==> config.mk <==
export PLATFORM = sky130hd
export DESIGN_NAME = uart_tx_arbiter_flat
export DESIGN_NICKNAME = d
export VERILOG_FILES = /design/src/rtl/uart_pkg.sv /design/src/rtl/uart_tx_arbiter_if.sv /design/src/rtl/uart_rr_pick2.sv /design/src/rtl/uart_tx_arbiter.sv /design/src/flat_wrapper.sv
export SDC_FILE = /design/constraint.sdc
export NUM_CORES = 1
export LEC_CHECK = 0
export ABC_AREA = 0
export BUFFER_PORTS_ARGS = -buffer_cell sky130_fd_sc_hd__buf_2
export CAP_MARGIN = 10
export CORE_MARGIN = 1
export CORE_UTILIZATION = 54
export DETAILED_ROUTE_END_ITERATION = 7
export PLACE_DENSITY = 0.79
export SYNTH_ARGS = -nofsm -noshare
export SYNTH_HDL_FRONTEND = slang
export SYNTH_SLANG_ARGS = --single-unit
==> constraint.sdc <==
create_clock -name clock -period 3.2 [get_ports clock]
set_clock_uncertainty 0.2 [all_clocks]
set_input_delay 0.16 -clock clock [delete_from_list [all_inputs] [get_ports clock]]
set_output_delay 0.16 -clock clock [all_outputs]
set_load 0.005 [all_outputs]
==> src/rtl/uart_pkg.sv <==
// Shared types and defaults for the UART transmit arbiter.
// Holds the FSM encoding and the counter sizing helper.
package uart_pkg;

    typedef enum logic [2:0] {
        ST_IDLE,
        ST_START,
        ST_WAIT_BUSY,
        ST_WAIT_DONE,
        ST_GAP
    } arb_state_e;

    localparam int unsigned GAP_CYCLES_DEF  = 217;
    localparam int unsigned ACK_TIMEOUT_DEF = 8;

    // Width able to hold 0..n, never narrower than one bit.
    function automatic int unsigned cnt_w(input int unsigned n);
        return (n < 1) ? 1 : $clog2(n + 1);
    endfunction

endpackage

==> src/rtl/uart_tx_arbiter_if.sv <==
// Requester, transmitter and status bundle of the UART TX arbiter.
// The arbiter takes the slave view; the surrounding logic the master view.
interface uart_tx_arbiter_if;

    logic        req0_valid;
    logic        req1_valid;
    logic [7:0]  req0_data;
    logic [7:0]  req1_data;
    logic        req0_ready;
    logic        req1_ready;
    logic        tx_start;
    logic [7:0]  tx_data;
    logic        tx_busy;
    logic        grant;
    logic        active;
    logic        timeout_err;
    logic [15:0] frame_count;

    modport slave (
        input  req0_valid,
        input  req1_valid,
        input  req0_data,
        input  req1_data,
        output req0_ready,
        output req1_ready,
        output tx_start,
        output tx_data,
        input  tx_busy,
        output grant,
        output active,
        output timeout_err,
        output frame_count
    );

    modport master (
        output req0_valid,
        output req1_valid,
        output req0_data,
        output req1_data,
        input  req0_ready,
        input  req1_ready,
        input  tx_start,
        input  tx_data,
        output tx_busy,
        input  grant,
        input  active,
        input  timeout_err,
        input  frame_count
    );

endinterface

==> src/rtl/uart_rr_pick2.sv <==
// Two-way round-robin picker: the requester not granted last wins a tie.
// A lone valid always wins.
module uart_rr_pick2
    import uart_pkg::*;
(
    input  logic valid0_i,
    input  logic valid1_i,
    input  logic last_i,
    output logic any_o,
    output logic winner_o
);

    assign any_o    = valid0_i | valid1_i;
    assign winner_o = (valid0_i & valid1_i) ? ~last_i : valid1_i;

endmodule

==> src/rtl/uart_tx_arbiter.sv <==
// Arbitrates two byte requesters onto one UART transmitter,
// with start handshake, ack timeout and an inter-frame gap.
module uart_tx_arbiter
    import uart_pkg::*;
#(
    parameter int unsigned GAP_CYCLES  = GAP_CYCLES_DEF,
    parameter int unsigned ACK_TIMEOUT = ACK_TIMEOUT_DEF
) (
    input  logic             clock,
    input  logic             reset_n,
    uart_tx_arbiter_if.slave bus_io
);

    localparam int unsigned GW = cnt_w(GAP_CYCLES);
    localparam int unsigned WW = cnt_w(ACK_TIMEOUT);

    arb_state_e    state_q;
    arb_state_e    state_d;
    logic [GW-1:0] gap_q;
    logic [GW-1:0] gap_d;
    logic [WW-1:0] wait_q;
    logic [WW-1:0] wait_d;
    logic [7:0]    data_q;
    logic [7:0]    data_d;
    logic          grant_q;
    logic          grant_d;
    logic          last_q;
    logic          last_d;
    logic          tmo_q;
    logic          tmo_d;
    logic [15:0]   frame_count_q;
    logic [15:0]   frame_count_d;

    logic any;
    logic winner;
    logic accept;

    uart_rr_pick2 u_pick (
        .valid0_i (bus_io.req0_valid),
        .valid1_i (bus_io.req1_valid),
        .last_i   (last_q),
        .any_o    (any),
        .winner_o (winner)
    );

    // Ready is combinational; gated by reset so it drops with reset_n.
    assign accept = reset_n && (state_q == ST_IDLE) && any;

    always_ff @(posedge clock or negedge reset_n) begin
        if (!reset_n) begin
            state_q       <= ST_IDLE;
            gap_q         <= '0;
            wait_q        <= '0;
            data_q        <= '0;
            grant_q       <= 1'b0;
            last_q        <= 1'b1;
            tmo_q         <= 1'b0;
            frame_count_q <= '0;
        end else begin
            state_q       <= state_d;
            gap_q         <= gap_d;
            wait_q        <= wait_d;
            data_q        <= data_d;
            grant_q       <= grant_d;
            last_q        <= last_d;
            tmo_q         <= tmo_d;
            frame_count_q <= frame_count_d;
        end
    end

    always_comb begin
        state_d       = state_q;
        gap_d         = gap_q;
        wait_d        = wait_q;
        data_d        = data_q;
        grant_d       = grant_q;
        last_d        = last_q;
        tmo_d         = 1'b0;
        frame_count_d = frame_count_q;
        unique case (state_q)
            ST_IDLE: begin
                gap_d  = '0;
                wait_d = '0;
                if (any) begin
                    data_d  = winner ? bus_io.req1_data
                                     : bus_io.req0_data;
                    grant_d = winner;
                    last_d  = winner;
                    state_d = ST_START;
                end
            end
            ST_START: begin
                wait_d  = '0;
                state_d = ST_WAIT_BUSY;
            end
            ST_WAIT_BUSY: begin
                if (bus_io.tx_busy) begin
                    state_d = ST_WAIT_DONE;
                end else if (int'(wait_q) + 1 >= ACK_TIMEOUT) begin
                    tmo_d   = 1'b1;
                    gap_d   = '0;
                    state_d = ST_GAP;
                end else begin
                    wait_d = wait_q + 1'b1;
                end
            end
            ST_WAIT_DONE: begin
                if (!bus_io.tx_busy) begin
                    frame_count_d = frame_count_q + 16'd1;
                    gap_d         = '0;
                    state_d       = ST_GAP;
                end
            end
            ST_GAP: begin
                // A zero-length gap still spends one cycle here.
                if (int'(gap_q) + 1 >= GAP_CYCLES) begin
                    state_d = ST_IDLE;
                end else begin
                    gap_d = gap_q + 1'b1;
                end
            end
            default: state_d = ST_IDLE;
        endcase
    end

    assign bus_io.req0_ready  = accept & ~winner;
    assign bus_io.req1_ready  = accept & winner;
    assign bus_io.tx_start    = (state_q == ST_START);
    assign bus_io.tx_data     = data_q;
    assign bus_io.grant       = grant_q;
    assign bus_io.active      = (state_q != ST_IDLE);
    assign bus_io.timeout_err = tmo_q;
    assign bus_io.frame_count = frame_count_q;

    a_one_ready: assert property (@(posedge clock) disable iff (!reset_n)
        !(bus_io.req0_ready && bus_io.req1_ready));

    a_ready_idle: assert property (@(posedge clock) disable iff (!reset_n)
        (bus_io.req0_ready || bus_io.req1_ready) |-> state_q == ST_IDLE);

endmodule

==> src/flat_wrapper.sv <==
// flat-port wrapper written by rule: the top's interface ports become plain ports
module uart_tx_arbiter_flat import uart_pkg::*;
#(
    parameter int unsigned GAP_CYCLES  = GAP_CYCLES_DEF,
    parameter int unsigned ACK_TIMEOUT = ACK_TIMEOUT_DEF
)
  (clock, reset_n, bus_io_req0_valid, bus_io_req1_valid, bus_io_req0_data, bus_io_req1_data, bus_io_req0_ready, bus_io_req1_ready, bus_io_tx_start, bus_io_tx_data, bus_io_tx_busy, bus_io_grant, bus_io_active, bus_io_timeout_err, bus_io_frame_count);
  uart_tx_arbiter_if bus_io_i ();
  input  logic clock;
  input  logic reset_n;
  input wire logic [$bits(bus_io_i.req0_valid)-1:0] bus_io_req0_valid;
  input wire logic [$bits(bus_io_i.req1_valid)-1:0] bus_io_req1_valid;
  input wire logic [$bits(bus_io_i.req0_data)-1:0] bus_io_req0_data;
  input wire logic [$bits(bus_io_i.req1_data)-1:0] bus_io_req1_data;
  output wire logic [$bits(bus_io_i.req0_ready)-1:0] bus_io_req0_ready;
  output wire logic [$bits(bus_io_i.req1_ready)-1:0] bus_io_req1_ready;
  output wire logic [$bits(bus_io_i.tx_start)-1:0] bus_io_tx_start;
  output wire logic [$bits(bus_io_i.tx_data)-1:0] bus_io_tx_data;
  input wire logic [$bits(bus_io_i.tx_busy)-1:0] bus_io_tx_busy;
  output wire logic [$bits(bus_io_i.grant)-1:0] bus_io_grant;
  output wire logic [$bits(bus_io_i.active)-1:0] bus_io_active;
  output wire logic [$bits(bus_io_i.timeout_err)-1:0] bus_io_timeout_err;
  output wire logic [$bits(bus_io_i.frame_count)-1:0] bus_io_frame_count;
  assign bus_io_i.req0_valid = bus_io_req0_valid;
  assign bus_io_i.req1_valid = bus_io_req1_valid;
  assign bus_io_i.req0_data = bus_io_req0_data;
  assign bus_io_i.req1_data = bus_io_req1_data;
  assign bus_io_req0_ready = bus_io_i.req0_ready;
  assign bus_io_req1_ready = bus_io_i.req1_ready;
  assign bus_io_tx_start = bus_io_i.tx_start;
  assign bus_io_tx_data = bus_io_i.tx_data;
  assign bus_io_i.tx_busy = bus_io_tx_busy;
  assign bus_io_grant = bus_io_i.grant;
  assign bus_io_active = bus_io_i.active;
  assign bus_io_timeout_err = bus_io_i.timeout_err;
  assign bus_io_frame_count = bus_io_i.frame_count;
  uart_tx_arbiter #(.GAP_CYCLES(GAP_CYCLES), .ACK_TIMEOUT(ACK_TIMEOUT)) u_core (.clock(clock), .reset_n(reset_n), .bus_io(bus_io_i));
endmodule
==> run metrics <==
num rows 23; area of the die 4700 µm²; vias per cell 5.71; total CTS buffers 5; CTS tree built; critical path arrival 2.71 ns; hpwl dp 3.39 mm; total via count in the routed design 2045; Ports between 50 and 60; hold_sp bus_io_req1_valid; first-pass GRT wire length 8.93 mm; Wirelength per Cell 14.3 µm; DRC viols 0; Overflow after GRT 0; hold path depth 3; Final #Nets 334; clock-pin slew on the worst setup and hold paths 0.08 ns; top cell type's share of synthesized area 42.9%; Worst R2R End u_core.bus_io.tx_data[6]$_DFFE_PN0P_; Critical Path Sink Type flop; H-tree levels 2; cell count of the worst reg-to-reg path 4; Hold Buf Count CTS 20; largest net degree at the start of global routing 34; worst vdd ir 0.429 mV; Post-synth EDFFs 0; post-synthesis cell type count 57; Post-Syn Area between 2000 and 2500 µm²; synthesized area per cell 9.97 µm²; core area 4120 µm²; Final Hold Fails 0; commonest non-fill, non-tap cells in the layout buf_2 (50), dfrtp_1 (41), nand2_1 (21); area leader, netlist dfrtp_1; Worst-Margin Slew 1.19 ns; Max Fanout on Critical Path 11; Setup-failing EPs final 0; Worst path max stage delay approximately 0.88 ns; Critical Path Source Type input port; DIE WIDTH 68.6 µm; setup TNS 0 ns; RR Startpoint u_core.last_q$_DFFE_PN1P_; Final period util 86.1%; Hold Path Sink u_core.state_q[0]$_DFFE_PN0P_; RePlAce Congestion around 0.84; later-pin clock latency in the skew report approximately 0.30 ns; synth warn 0; clock tree root buffer cell clkbuf_8; Synth async-reset ratio 100%; commonest non-fill, non-tap cell in the layout buf_2; Max Clk Rate ~360 MHz; Antenna Diode Count 0; register area share after synthesis 44.0%; CP max stage cell a21boi_1; pwr dens 597 nW/µm²; worst min path class in2reg; Syn Inst Count 240; RSZ-0062 raised after global routing no; Synth Net Count 267; initial antenna violation count 0; critical path class in2reg; Critical Path RT 3.16 ns; vias in the first global route 2027; clk sink count 42; CP Cell Sequence dlygate4sd3_1 -> buf_2 -> a21boi_1 -> mux2i_1 -> dlygate4sd3_1 -> a21oi_1; fin. max-slew vios 0; layout cells sized above 1 24.4%; antenna viol nets, final 0; Max-Cap Viols 0; Layout Area Growth over Synthesis 22.4%; Synth Flop Type dfrtp_1; post-cts resize count 0; static leakage 0.00141 µW; Initial Util 58.2%; post-layout util a little under three quarters; chip height 68.6 µm; input/output buffers 50; Max clock buf depth 2; DRT iter0 DRCs about 100; total wire length 5.12 mm; flops & latches, synth 42; GRT Util Overall 25.7%; Worst R2R Setup Slack roughly 0.58 ns; most area-consuming cells after synthesis dfrtp_1 (43%), mux2i_1 (4.6%), xnor2_1 (4.0%); Critical Path Most Common Cell dlygate4sd3_1; drt pass-1 iters 4; crit path time final 2.75 ns; status finished clean; Slew headroom 20.6%; Post-CTS Setup Bufs 0
worst max-delay path by stage:
stage / startpoint / to / slack, ns
3_5_place_dp: u_core.gap_q[0]$_DFFE_PN0P_ / u_core.gap_q[0]$_DFFE_PN0P_ / 0.87
2_1_floorplan: u_core.gap_q[0]$_DFFE_PN0P_ / u_core.gap_q[0]$_DFFE_PN0P_ / 1.02
6_report: bus_io_req0_valid / u_core.bus_io.tx_data[6]$_DFFE_PN0P_ / 0.45
3_3_place_gp: u_core.gap_q[0]$_DFFE_PN0P_ / u_core.gap_q[0]$_DFFE_PN0P_ / 0.93
4_1_cts: bus_io_req0_valid / u_core.bus_io.tx_data[1]$_DFFE_PN0P_ / 0.59
5_1_grt: bus_io_req0_valid / u_core.bus_io.tx_data[1]$_DFFE_PN0P_ / 0.29
cell type report:
| type | count | area (µm²) |
|---|---|---|
| Fill cell | 291 | 1180 |
| Tap cell | 50 | 62.6 |
| Inverter | 9 | 33.8 |
| Multi-Input combinational cell | 176 | 1220 |
| Timing Repair Buffer | 73 | 473 |
| Clock inverter | 3 | 21.3 |
| Clock buffer | 5 | 68.8 |
| Sequential cell | 42 | 1050 |
kinds of logic (layout without fill, tap and decap cells):
group / after synthesis / count (layout) / synth area share [%]
multiplexers: 12 / 12 / 5.07
AND/OR/NAND/NOR: 83 / 83 / 18.4
AO/OA/AOI/OAI: 57 / 57 / 17.7
adder cells (fa/ha/maj): 6 / 6 / 3.14
buffers and inverters: 22 / 90 / 5.12
flip-flops: 42 / 42 / 44.0
XOR/XNOR: 18 / 18 / 6.59
registers in the layout, summed over array words and instances (netlist names):
name	count
u_core.bus_io.grant	1
u_core.bus_io.timeout_err	1
u_core.last_q	1
u_core.bus_io.frame_count	16
u_core.bus_io.tx_data	8
u_core.wait_q	4
u_core.gap_q	8
u_core.state_q	3
worst max-delay path: cells and delay by family:
family	cells	cell delay (ns)
buffers and inverters	3	1.27
AOI/OAI and AO/OA	2	0.95
muxes	1	0.31
synthesized netlist by cell type (2+ instances only):
cell type and n:
a31oi_1 3, clkbuf_1 2, xnor2_1 11, and4b_1 2, a311oi_1 2, nor4_1 4, buf_4 3, nand2_1 21
a32o_1 2, a22o_1 2, nand4_1 5, buf_6 3, ha_1 6, inv_1 9, nand3_1 10, nor2_1 19
xor2_1 7, mux2i_1 11, a21boi_0 3, nor3b_1 2, dfrtp_1 41, and3_1 8, a21oi_1 15, buf_2 5
o211ai_1 4, o21ai_0 8, a31o_2 2
metrics by stage:
stage	power (µW)	instances	instance area, µm²	hold slack (ns)	worst slack (ns)
after floorplan	1150	240	2390	-0.336	1.02
after global placement	1340	330	2640	-0.157	0.925
after detailed placement	1360	330	2640	-0.158	0.873
after CTS	1750	358	2930	0.0290	0.588
after global routing	1870	358	2930	0.0725	0.285
final	1750	358	2930	0.0436	0.446
power by group:
| part | leakage [µW] | total (µW) | switching, µW | internal [µW] |
|---|---|---|---|---|
| Combinational | 0.000819 | 592 | 303 | 289 |
| Clock | 0.0000441 | 348 | 195 | 153 |
| Sequential | 0.000546 | 808 | 152 | 656 |
| Total | 0.00141 | 1750 | 650 | 1100 |
routing by layer:
metal  global-route usage [%]  wire length (µm)
met1                     32.1              2340
met2                     42.0              2470
met3                     5.26               183
met4                     12.8               130
met5                        0                 0
(Power assumes the default switching activity.)
